--- config.mk ---
export PLATFORM = sky130hd
export DESIGN_NAME = uart_rx_buffer
export DESIGN_NICKNAME = d
export VERILOG_FILES = /design/src/rtl/uart_rx_buffer.sv
export SDC_FILE = /design/constraint.sdc
export NUM_CORES = 1
export LEC_CHECK = 0
export BUFFER_PORTS_ARGS = -buffer_cell sky130_fd_sc_hd__buf_2
export CORE_MARGIN = 2
export CORE_UTILIZATION = 30
export DETAILED_ROUTE_END_ITERATION = 16
export GPL_ROUTABILITY_DRIVEN = 0
export MAX_ROUTING_LAYER = met4
export PLACE_DENSITY = 0.53
export RECOVER_POWER = 50
export REMOVE_ABC_BUFFERS = 1
export SYNTH_ARGS = -nofsm -noshare
export SYNTH_HDL_FRONTEND = slang
export SYNTH_SLANG_ARGS = --single-unit
--- constraint.sdc ---
create_clock -name clk -period 3.05 [get_ports clk]
set_input_delay 0.1525 -clock clk [delete_from_list [all_inputs] [get_ports clk]]
set_output_delay 0.1525 -clock clk [all_outputs]
set_load 0.03 [all_outputs]
--- src/rtl/uart_rx_buffer.sv ---
// Receive-side FWFT buffer behind the UART receiver: edge-detected writes, overflow
// accounting with a saturating drop counter, and an end-of-frame pulse after a line-idle gap.
module uart_rx_buffer #(
  parameter int unsigned CLK_FREQ_MHZ      = 100,
  parameter int unsigned BAUD              = 115200,
  parameter int unsigned DATA_BITS         = 8,
  parameter int unsigned ADDR_WIDTH        = 5,
  parameter int unsigned ALMOST_FULL_LEVEL = 28,
  parameter int unsigned IDLE_BITS         = 35
) (
  input  logic                  clk,
  input  logic                  rstn,
  input  logic [DATA_BITS-1:0]  rdata,
  input  logic                  rdata_valid,
  input  logic                  rdata_error,
  output logic [7:0]            fifo_dout,
  output logic                  fifo_dout_error,
  input  logic                  fifo_rd_en,
  output logic                  fifo_empty,
  output logic                  fifo_full,
  output logic                  fifo_almost_full,
  output logic [ADDR_WIDTH:0]   fifo_count,
  output logic                  overflow,
  input  logic                  overflow_clr,
  output logic [15:0]           drop_cnt,
  output logic                  frame_end
);

  localparam int unsigned Depth      = 1 << ADDR_WIDTH;
  localparam int unsigned BitCycles  = (CLK_FREQ_MHZ * 1000000 + BAUD / 2) / BAUD;
  localparam int unsigned IdleCycles = BitCycles * IDLE_BITS;
  localparam int unsigned CntW       = $clog2(IdleCycles + 1);

  localparam logic [ADDR_WIDTH:0]   CountFull = (ADDR_WIDTH + 1)'(Depth);
  localparam logic [ADDR_WIDTH:0]   CountAf   = (ADDR_WIDTH + 1)'(ALMOST_FULL_LEVEL);
  localparam logic [ADDR_WIDTH:0]   CountOne  = 1;
  localparam logic [ADDR_WIDTH-1:0] PtrOne    = 1;
  localparam logic [CntW-1:0]       CntLast   = CntW'(IdleCycles - 1);
  localparam logic [CntW-1:0]       CntOne    = 1;

  typedef enum logic [0:0] {StDisarmed, StArmed} timer_state_e;

  logic                   valid_q;
  logic [ADDR_WIDTH-1:0]  wptr_q, rptr_q;
  logic [ADDR_WIDTH:0]    count_q, count_d;
  logic                   full_q, af_q;
  logic                   ovf_q, ovf_d;
  logic [15:0]            drop_q, drop_d;
  logic [DATA_BITS:0]     mem [Depth];
  logic [DATA_BITS:0]     head;
  logic                   wr, pop, push, drop;
  timer_state_e           state_q, state_d;
  logic [CntW-1:0]        cnt_q, cnt_d;

  assign wr         = rdata_valid & ~valid_q;
  assign fifo_empty = (count_q == '0);
  assign pop        = fifo_rd_en & ~fifo_empty;
  // A pop in the same cycle frees the slot, so a write into a full FIFO still lands.
  assign push       = wr & (~full_q | pop);
  assign drop       = wr & full_q & ~pop;
  assign head       = mem[rptr_q];

  always_comb begin
    count_d = count_q;
    if (push && !pop) begin
      count_d = count_q + CountOne;
    end else if (!push && pop) begin
      count_d = count_q - CountOne;
    end
  end

  // A coincident drop beats the clear, leaving a count of exactly one.
  always_comb begin
    ovf_d  = ovf_q;
    drop_d = drop_q;
    if (drop) begin
      ovf_d = 1'b1;
      if (overflow_clr) begin
        drop_d = 16'd1;
      end else if (drop_q != 16'hFFFF) begin
        drop_d = drop_q + 16'd1;
      end
    end else if (overflow_clr) begin
      ovf_d  = 1'b0;
      drop_d = '0;
    end
  end

  always_ff @(posedge clk) begin
    if (!rstn) begin
      valid_q <= 1'b1;
      wptr_q  <= '0;
      rptr_q  <= '0;
      count_q <= '0;
      full_q  <= 1'b0;
      af_q    <= 1'b0;
      ovf_q   <= 1'b0;
      drop_q  <= '0;
    end else begin
      valid_q <= rdata_valid;
      if (push) wptr_q <= wptr_q + PtrOne;
      if (pop)  rptr_q <= rptr_q + PtrOne;
      count_q <= count_d;
      full_q  <= (count_d == CountFull);
      af_q    <= (count_d >= CountAf);
      ovf_q   <= ovf_d;
      drop_q  <= drop_d;
    end
  end

  always_ff @(posedge clk) begin
    if (push) mem[wptr_q] <= {rdata_error, rdata};
  end

  always_comb begin
    fifo_dout       = '0;
    fifo_dout_error = 1'b0;
    if (!fifo_empty) begin
      fifo_dout[DATA_BITS-1:0] = head[DATA_BITS-1:0];
      fifo_dout_error          = head[DATA_BITS];
    end
  end

  assign fifo_full        = full_q;
  assign fifo_almost_full = af_q;
  assign fifo_count       = count_q;
  assign overflow         = ovf_q;
  assign drop_cnt         = drop_q;

  // Idle-gap timer
  always_ff @(posedge clk) begin
    if (!rstn) begin
      state_q <= StDisarmed;
      cnt_q   <= '0;
    end else begin
      state_q <= state_d;
      cnt_q   <= cnt_d;
    end
  end

  always_comb begin
    state_d = state_q;
    cnt_d   = cnt_q;
    unique case (state_q)
      StDisarmed: begin
        cnt_d = '0;
        if (wr) state_d = StArmed;
      end
      StArmed: begin
        if (wr) begin
          cnt_d = '0;
        end else if (cnt_q == CntLast) begin
          state_d = StDisarmed;
          cnt_d   = '0;
        end else begin
          cnt_d = cnt_q + CntOne;
        end
      end
      default: begin
        state_d = StDisarmed;
        cnt_d   = '0;
      end
    endcase
  end

  always_comb begin
    frame_end = rstn && (state_q == StArmed) && !wr && (cnt_q == CntLast);
  end

endmodule

==> impl_metrics.py, run 1 <==
metrics = {
    "yosys": {
        "synth_area_leaders": "edfxtp_1, mux4_2, dfxtp_1",
        "synth_cell_types": 57,
        "syn_inst": 810,
        "synth_edf_count": 288,
        "ys.warnings.count": 0,
        "synth_area_sq_um": 13900,
        "yosysTopAreaCell": "edfxtp_1",
        "synth.top_cell.area_share": 0.622,
        "yosysSeqAreaShare": 0.705,
        "syn_area_per_cell_sq_um": 17.2,
        "ys.flop_type": "edfxtp_1",
        "async_flop_share": 0,
        "synth-seq-cells": 345,
    },
    "setup_path": {
        "r2r_start": "fifo_count[0]$_SDFF_PN0_",
        "r2r_cells": 8,
        "rr_endpoint": "mem[6][6]$_DFFE_PP_",
        "cp_max_fo": 19,
        "critical_path_class": "reg2out",
        "cp-start-kind": "flip-flop",
        "crit_required_ps": 2900,
        "end_kind": "output pin",
        "worstPathArrival_ps": 2690,
        "r2r_slack_ps": 250,
    },
    "cells_and_area": {
        "drive_gt1_frac": 0.198,
        "layout_commonest_cell": "edfxtp_1",
        "layout_common_cells": "edfxtp_1, nor2_1, mux4_2, dfxtp_1, clkbuf_1",
        "nets": 917,
        "final_util": 0.356,
        "nFillCells": 4246,
        "multi_input_area_sq_um": 3900,
        "n_antenna_cell": 0,
        "area_growth_pct": 16.6,
        "regArea_sq_um": 9800,
    },
    "run": {
        "maxCapViolCount": 8,
    },
    "power_and_ir_drop": {
        "p_total_mw": 12.3,
        "pwr_density_cell_nw_per_um2": 761,
        "leakagePower_nw": 4.95,
        "ir_worst_vdd_mv": 0.471,
    },
    "routing": {
        "drt_iter0_drc": 499,
        "drc_errors": 0,
        "routed_wl_um": 30200,
        "drt-vias-per-instance": 4.85,
        "highest_layer": "met4",
        "ant_nets": 0,
        "dr.pass1.iters": 5,
        "wl_met2_um": 13700,
        "wl_met1_um": 14500,
        "vias": 7353,
        "wl_met3_um": 1500,
        "routedWlPerCell_um": 19.9,
    },
    "global_routing": {
        "antenna_found_initial": 0,
        "grt_pass1_wl_um": 46500,
        "grtUsageTotal": 0.132,
        "grt_max_degree": 37,
        "first_global_vias": 7425,
        "overflow": 0,
    },
    "clocking": {
        "clock_latency_ps": 530,
        "post_cts_buffers": 0,
        "cts-buffers-inserted": 35,
        "htree_levels": 2,
        "path_clk_slew_ps": 60,
        "cts_tree": "yes",
        "cts-root-buf": "clkbuf_16",
        "cts.sinks": 345,
        "clockBufferDepth": 3,
    },
    "hold_path": {
        "hold_class": "in2reg",
        "hold_start": "fifo_rd_en",
        "hold_depth": 4,
    },
    "run_status": {
        "status": "complete, but fails checks",
        "violations": "max-capacitance violations, max-slew violations",
    },
    "die": {
        "fp.dieW_um": 219,
        "start_util": 0.305,
        "die_area_sq_um": 48100,
        "num_io_pins": 50,
        "row_count": 78,
        "die_h_um": 219,
        "core_sq_um": 45600,
    },
    "place": {
        "hpwl_um": 19300,
        "port_buffers": 49,
        "pre_cts_slack_ps": 212,
    },
    "timing": {
        "final_hold_viol_count": 0,
        "fin_skew_ps": 21.1,
        "worst_slew_pin_slew_ps": 1740,
        "setup_viol": 0,
        "timing.fmax_ghz": 0.351,
        "min_period_ps": 2850,
        "fin_ws_ps": 204,
        "rsz0062_at_grt": "false",
        "slew_headroom": -0.161,
        "final_max_slew_viol_count": 264,
        "finalCritPeriodShare": 0.933,
    },
}
## repair_timing
action / CTS / global route
endpoints found under the hold margin: 4 / 0
hold buffers: 4 / 0
gates resized for setup: 0 / 1
setup endpoints to repair: 0 / 9
## Yosys cell counts, types with 10 or more instances
cell	count
nand3_1	20
inv_1	14
mux4_2	72
edfxtp_1	288
a22o_1	18
ha_1	10
mux2i_1	43
nor2_1	75
nand2_1	27
a21oi_1	13
clkbuf_1	17
nor3_1	18
dfxtp_1	57
xnor2_1	15
## stage by stage
step / hold slack [ps] / cell area, sq um / TNS, ps / cells
after CTS: 59.1 / 16300 / 0 / 1517
after global routing: 96.0 / 16200 / 0 / 1517
final: 86.6 / 16200 / 0 / 1517
after floorplan: 226 / 13700 / -15300 / 775
after detailed placement: 390 / 15000 / 0 / 1452
after global placement: 388 / 15000 / 0 / 1452
## area by class of cell
class,count,area share
clock inverter,10,0.0107
tap,600,0.0463
sequential,345,0.605
inverter,14,0.00324
multi-input combinational,416,0.241
timing repair buffer,81,0.0323
clock buffer,51,0.0622
## state kept, by name (all words and copies together) (netlist names), named ones only
name              flops
fifo_almost_full      1
drop_cnt             16
state_q               1
fifo_count            6
valid_q               1
cnt_q                15
wptr_q                5
rptr_q                5
fifo_full             1
overflow              1
mem                 288
## layer usage
| metal | up-vias | global-route usage |
|---|---|---|
| li1 | 3379 | - |
| met1 | 3732 | 0.190 |
| met2 | 204 | 0.195 |
| met3 | 38 | 0.0226 |
| met4 | 0 | 0.0309 |
| met5 | - | - |
## how the worst max path moves through the flow
stage,startpoint,endpoint,slack (ps),cells past startpoint
CTS,flip-flop,fifo_dout[2],110,6
global route,fifo_count[0]$_SDFF_PN0_,mem[29][2]$_DFFE_PP_,1,8
detailed placement,fifo_count[0]$_SDFF_PN0_,mem[29][2]$_DFFE_PP_,210,8
floorplan,flip-flop,fifo_dout[6],-1700,4
global placement,fifo_count[0]$_SDFF_PN0_,mem[9][4]$_DFFE_PP_,270,8
finish,flip-flop,fifo_dout[2],200,6
## power breakdown
group	switching (mW)	internal (mW)
registers	0.172	5.18
logic	1.34	1.19
clock network	1.73	2.71
## worst max-delay path: stages, from the launching register on
cell	delay, ps
dfxtp_4	560
buf_12	250
mux4_2	570
mux2i_1	260
a22o_1	260
nor3_1	70
buf_2	180
## cells by family after synthesis
group,count (synthesis),synth area share
AND/OR/NAND/NOR,203,0.0738
adder cells (fa/ha/maj),10,0.00900
XOR/XNOR,23,0.0145
AO/OA/AOI/OAI,64,0.0352
multiplexers,116,0.148
flip-flops,345,0.705
buffers and inverters,49,0.0145
Note: power is estimated with default switching activity, not from simulation.
==> run 2, diff against run 1 <==
clock period = 3.5 ns   (was 3.05 ns; I/O delays follow)
==> run 2 against run 1 <==
Compared with the run above: the run still ends with max-capacitance violations, max-slew violations left; critical path depth unchanged; global-route usage about the same; critical endpoint is now fifo_dout[3]; first-iteration DRC count increased by 15%; flip-flop and latch count unchanged; core utilization about the same; clock-buffer cell count decreased by 11; design area about the same; sequential power decreased by 14%; setup slack improved by 330 ps; die area unchanged.
==> impl_metrics.py, run 2 (synthesis gave the netlist of run 1 again) <==
metrics = {
    "timing": {
        "final_hold_viol_count": 0,
        "hold_slack_ps": 34.7,
        "setup_viol": 0,
        "min_period_ps": 2970,
        "setup_tns_ps": 0,
        "finalCritPeriodShare": 0.849,
        "worst_slew_pin_slew_ps": 1860,
        "fin_skew_ps": 5.96,
        "rsz0062_at_grt": "false",
        "final_max_slew_viol_count": 264,
        "slew_headroom": -0.243,
        "timing.fmax_ghz": 0.337,
        "fin_ws_ps": 529,
    },
    "die": {
        "num_io_pins": 50,
        "fp.dieW_um": 219,
        "die_h_um": 219,
        "die_area_sq_um": 48100,
        "row_count": 78,
        "start_util": 0.305,
        "core_sq_um": 45600,
    },
    "clocking": {
        "cts-root-buf": "clkbuf_16",
        "cts-buffers-inserted": 35,
        "htree_levels": 2,
        "post_cts_buffers": 0,
        "clockBufferDepth": 3,
        "cts.sinks": 345,
        "ctsResizeCount": 0,
        "cts_tree": "yes",
        "path_clk_slew_ps": 60,
        "cts_hold_buf": 3,
        "clock_latency_ps": 510,
    },
    "global_routing": {
        "first_global_vias": 7486,
        "grt_pass1_wl_um": 46500,
        "grt_max_degree": 73,
        "overflow": 0,
        "grtUsageTotal": 0.132,
        "antenna_found_initial": 0,
    },
    "place": {
        "dp.cells": 1458,
        "place_area_sq_um": 15000,
        "hpwl_um": 19100,
        "port_buffers": 49,
        "pre_cts_slack_ps": 629,
    },
    "cells_and_area": {
        "area_growth_pct": 16.5,
        "layout_common_cells": "edfxtp_1, nor2_1, mux4_2, dfxtp_1, mux2i_1",
        "layout_commonest_cell": "edfxtp_1",
        "n_antenna_cell": 0,
        "finalNonFillerCells": 1522,
        "final_util": 0.355,
        "regMostFlops": "mem",
        "regArea_sq_um": 9800,
        "nFillCells": 4308,
        "stdcell_area_sq_um": 16200,
        "drive_gt1_frac": 0.206,
        "multi_input_area_sq_um": 3890,
        "largest_register_ffs": 288,
        "nets": 922,
    },
    "routing": {
        "ant_nets": 0,
        "drc_errors": 0,
        "drt-vias-per-instance": 4.85,
        "drt_iter0_drc": 573,
        "routed_wl_um": 30500,
        "vias": 7378,
        "routedWlPerCell_um": 20.0,
        "dr.pass1.iters": 5,
    },
    "power_and_ir_drop": {
        "p_total_mw": 10.6,
        "power_frac_clock": 0.363,
        "p_int_mw": 7.77,
        "leakagePower_nw": 4.96,
        "p_comb_frac": 0.204,
        "ir_worst_vdd_mv": 0.449,
        "p_sw_mw": 2.87,
        "p_seq_frac": 0.433,
        "swShare": 0.269,
        "pwr_density_cell_nw_per_um2": 657,
    },
    "run": {
        "maxCapViolCount": 8,
    },
    "setup_path": {
        "critical_path_class": "reg2out",
        "worstPathArrival_ps": 2800,
        "end_kind": "output pin",
        "cp_max_fo": 72,
        "cp-start-kind": "flip-flop",
        "crit_required_ps": 3320,
    },
    "hold_path": {
        "hold_class": "in2reg",
    },
    "run_status": {
        "violations": "max-capacitance violations, max-slew violations",
        "status": "complete, but fails checks",
    },
}
==> run 2: path summary, 6_finish.rpt <==
kind,slack [ps],from,cells after the start,endpoint
setup / recovery,530,flip-flop,6,fifo_dout[3]
hold / removal,30,rstn,2,wptr_q[4]$_SDFFE_PN0P_
setup reg to reg,530,fifo_count[0]$_SDFF_PN0_,8,mem[5][4]$_DFFE_PP_
hold reg to reg,470,cnt_q[0]$_SDFF_PP0_,1,cnt_q[0]$_SDFF_PP0_
==> run 2: layout make-up <==
cell class / instances / share of cell area
multi-input combinational: 416 / 0.241
sequential: 345 / 0.605
clock inverter: 21 / 0.0148
timing repair buffer: 86 / 0.0314
clock buffer: 40 / 0.0585
inverter: 14 / 0.00325
tap: 600 / 0.0464
==> run 2: power by group through the flow <==
stage	clock network (mW)	registers (mW)	logic [mW]
after global placement	0	4.68	2.23
final	3.86	4.60	2.17
after detailed placement	0	4.69	2.24
after CTS	3.96	4.60	2.24
after floorplan	0	4.94	1.38
after global routing	4.11	4.61	2.34
==> run 2: metal layers <==
metal / vias up / global-route usage / part of all wire
li1: 3381 / - / -
met2: 188 / 0.197 / 0.46
met3: 51 / 0.0238 / 0.052
met1: 3758 / 0.187 / 0.47
met5: - / - / 0
met4: 0 / 0.0340 / 0.018
==> run 2: worst max-delay path, stage by stage, from the launching register on <==
cell and delay (ps):
dfxtp_4 350, buf_12 440, mux4_2 360, mux2i_1 130, a22o_1 320, nor3_1 340, buf_2 280
==> run 3, diff against run 2 <==
PLACE_DENSITY = 0.54   (was 0.53)
clock period = 2.5 ns   (was 3.5 ns; I/O delays follow)
==> run 3 against run 2 <==
Compared with the run above: the flow finishes with violations (max-capacitance violations, max-slew violations, negative setup slack); power grew 46%; die area is the same; worst hold slack gained 190 ps; critical path type unchanged.
==> impl_metrics.py, run 3 (synthesis gave the netlist of run 1 again) <==
metrics = {
    "setup_path": {
        "crit_required_ps": 2380,
        "r2r_slack_ps": 0,
        "rr_endpoint": "drop_cnt[7]$_SDFFE_PN0P_",
        "end_kind": "output pin",
        "r2r_cells": 8,
        "r2r_start": "fifo_count[0]$_SDFF_PN0_",
        "worstPathArrival_ps": 2500,
        "critical_path_class": "reg2out",
        "cp-start-kind": "flip-flop",
        "cp_max_fo": 8,
    },
    "clocking": {
        "htree_levels": 2,
        "cts_tree": "yes",
        "clock_latency_ps": 530,
        "cts-buffers-inserted": 35,
        "cts-root-buf": "clkbuf_16",
        "clockBufferDepth": 3,
        "cts.sinks": 345,
        "path_clk_slew_ps": 60,
    },
    "cells_and_area": {
        "finalNonFillerCells": 1533,
        "n_antenna_cell": 0,
        "nFillCells": 4241,
        "nets": 935,
        "drive_gt1_frac": 0.256,
        "largest_register_ffs": 288,
        "layout_commonest_cell": "edfxtp_1",
        "layout_common_cells": "edfxtp_1, mux4_2, dfxtp_1, nor2_1, clkbuf_1",
        "regMostFlops": "mem",
        "area_growth_pct": 20.5,
    },
    "timing": {
        "fin_skew_ps": 21.8,
        "setup_tns_ps": -864,
        "min_period_ps": 2630,
        "finalCritPeriodShare": 1.05,
        "rsz0062_at_grt": "true",
        "timing.fmax_ghz": 0.380,
        "worst_slew_pin_slew_ps": 1650,
        "setup_viol": 10,
        "final_max_slew_viol_count": 297,
        "slew_headroom": -0.0983,
        "fin_ws_ps": -129,
        "final_hold_viol_count": 0,
    },
    "routing": {
        "ant_nets": 0,
        "drt_iter0_drc": 663,
        "routedWlPerCell_um": 20.6,
        "drc_errors": 0,
        "dr.pass1.iters": 5,
        "drt-vias-per-instance": 4.89,
        "routed_wl_um": 31500,
        "vias": 7500,
    },
    "global_routing": {
        "grt_pass1_wl_um": 47800,
        "antenna_found_initial": 0,
        "grtUsageTotal": 0.136,
        "grt_max_degree": 37,
        "overflow": 0,
        "first_global_vias": 7627,
    },
    "run": {
        "maxCapViolCount": 9,
    },
    "power_and_ir_drop": {
        "ir_worst_vdd_mv": 0.630,
        "leakagePower_nw": 5.08,
        "p_total_mw": 15.5,
        "pwr_density_cell_nw_per_um2": 925,
    },
    "hold_path": {
        "hold_class": "in2reg",
        "hold_depth": 5,
        "hold_start": "fifo_rd_en",
    },
    "die": {
        "start_util": 0.305,
        "num_io_pins": 50,
        "fp.dieW_um": 219,
        "die_h_um": 219,
        "die_area_sq_um": 48100,
        "row_count": 78,
        "core_sq_um": 45600,
    },
    "run_status": {
        "violations": "max-capacitance violations, max-slew violations, negative setup slack",
        "status": "complete, but fails checks",
    },
    "place": {
        "port_buffers": 49,
        "dp.cells": 1453,
        "hpwl_um": 19200,
    },
}
[run 3: changes by cell type in the layout (fill, tap and decap cells not counted), sizes merged]
cell / before / now
buf: 47 / 55
bufinv: 5 / 2
clkbuf: 76 / 83
clkinvlp: 4 / 2
dlygate4sd3: 3 / 4
[run 3: repair_timing]
action	CTS	global route
pin swaps	1	1
buffers inserted	8	1
gates cloned	6	2
setup endpoints to repair	210	273
hold endpoints to repair	9	0
hold buffers	4	0
gates resized for setup	57	36
[run 3: metrics by stage]
step / hold slack, ps / utilization / worst slack [ps] / area [sq um]
floorplan: 198 / - / -2220 / 13700
global placement: 378 / 0.331 / -123 / 15100
detailed placement: 391 / 0.331 / -139 / 15100
CTS: 145 / 0.364 / -168 / 16600
global route: 281 / 0.367 / -232 / 16700
finish: 229 / 0.367 / -129 / 16700
[run 3: worst max-delay path: stages (launching register included)]
cell and delay, ps:
dfxtp_4 450, buf_6 160, buf_16 140, mux4_2 540, mux2i_1 200, a22o_1 260, nor3_2 60, buf_4 170
[run 3: per-layer routing]
layer / track usage / up-vias / share of wire
met5: - / - / 0
met4: 0.0342 / 0 / 0.017
met3: 0.0222 / 44 / 0.047
met2: 0.209 / 168 / 0.47
met1: 0.190 / 3860 / 0.47
li1: - / 3428 / -
[run 3: worst max-delay path by stage]
stage,startpoint,endpoint,slack [ps]
floorplan,flip-flop,fifo_dout[6],-2220
global placement,fifo_count[0]$_SDFF_PN0_,mem[28][8]$_DFFE_PP_,-120
detailed placement,fifo_count[0]$_SDFF_PN0_,mem[0][6]$_DFFE_PP_,-140
CTS,flip-flop,fifo_dout[1],-170
global route,flip-flop,fifo_dout[0],-230
finish,flip-flop,fifo_dout[1],-130
[run 3: cell type report]
class,instances,area [sq um],share of cell area
Clock inverter,16,139,0.00830
Tap cell,600,751,0.0448
Inverter,14,52.6,0.00314
Multi-Input combinational cell,416,4170,0.249
Timing Repair Buffer,99,897,0.0536
Sequential cell,345,9800,0.585
Clock buffer,43,927,0.0554
[run 3: report_power, final]
| part | internal (mW) | leakage, nW | switching, mW |
|---|---|---|---|
| Combinational | 2.08 | 1.51 | 2.00 |
| Sequential | 6.32 | 3.05 | 0.124 |
| Clock | 2.84 | 0.515 | 2.12 |
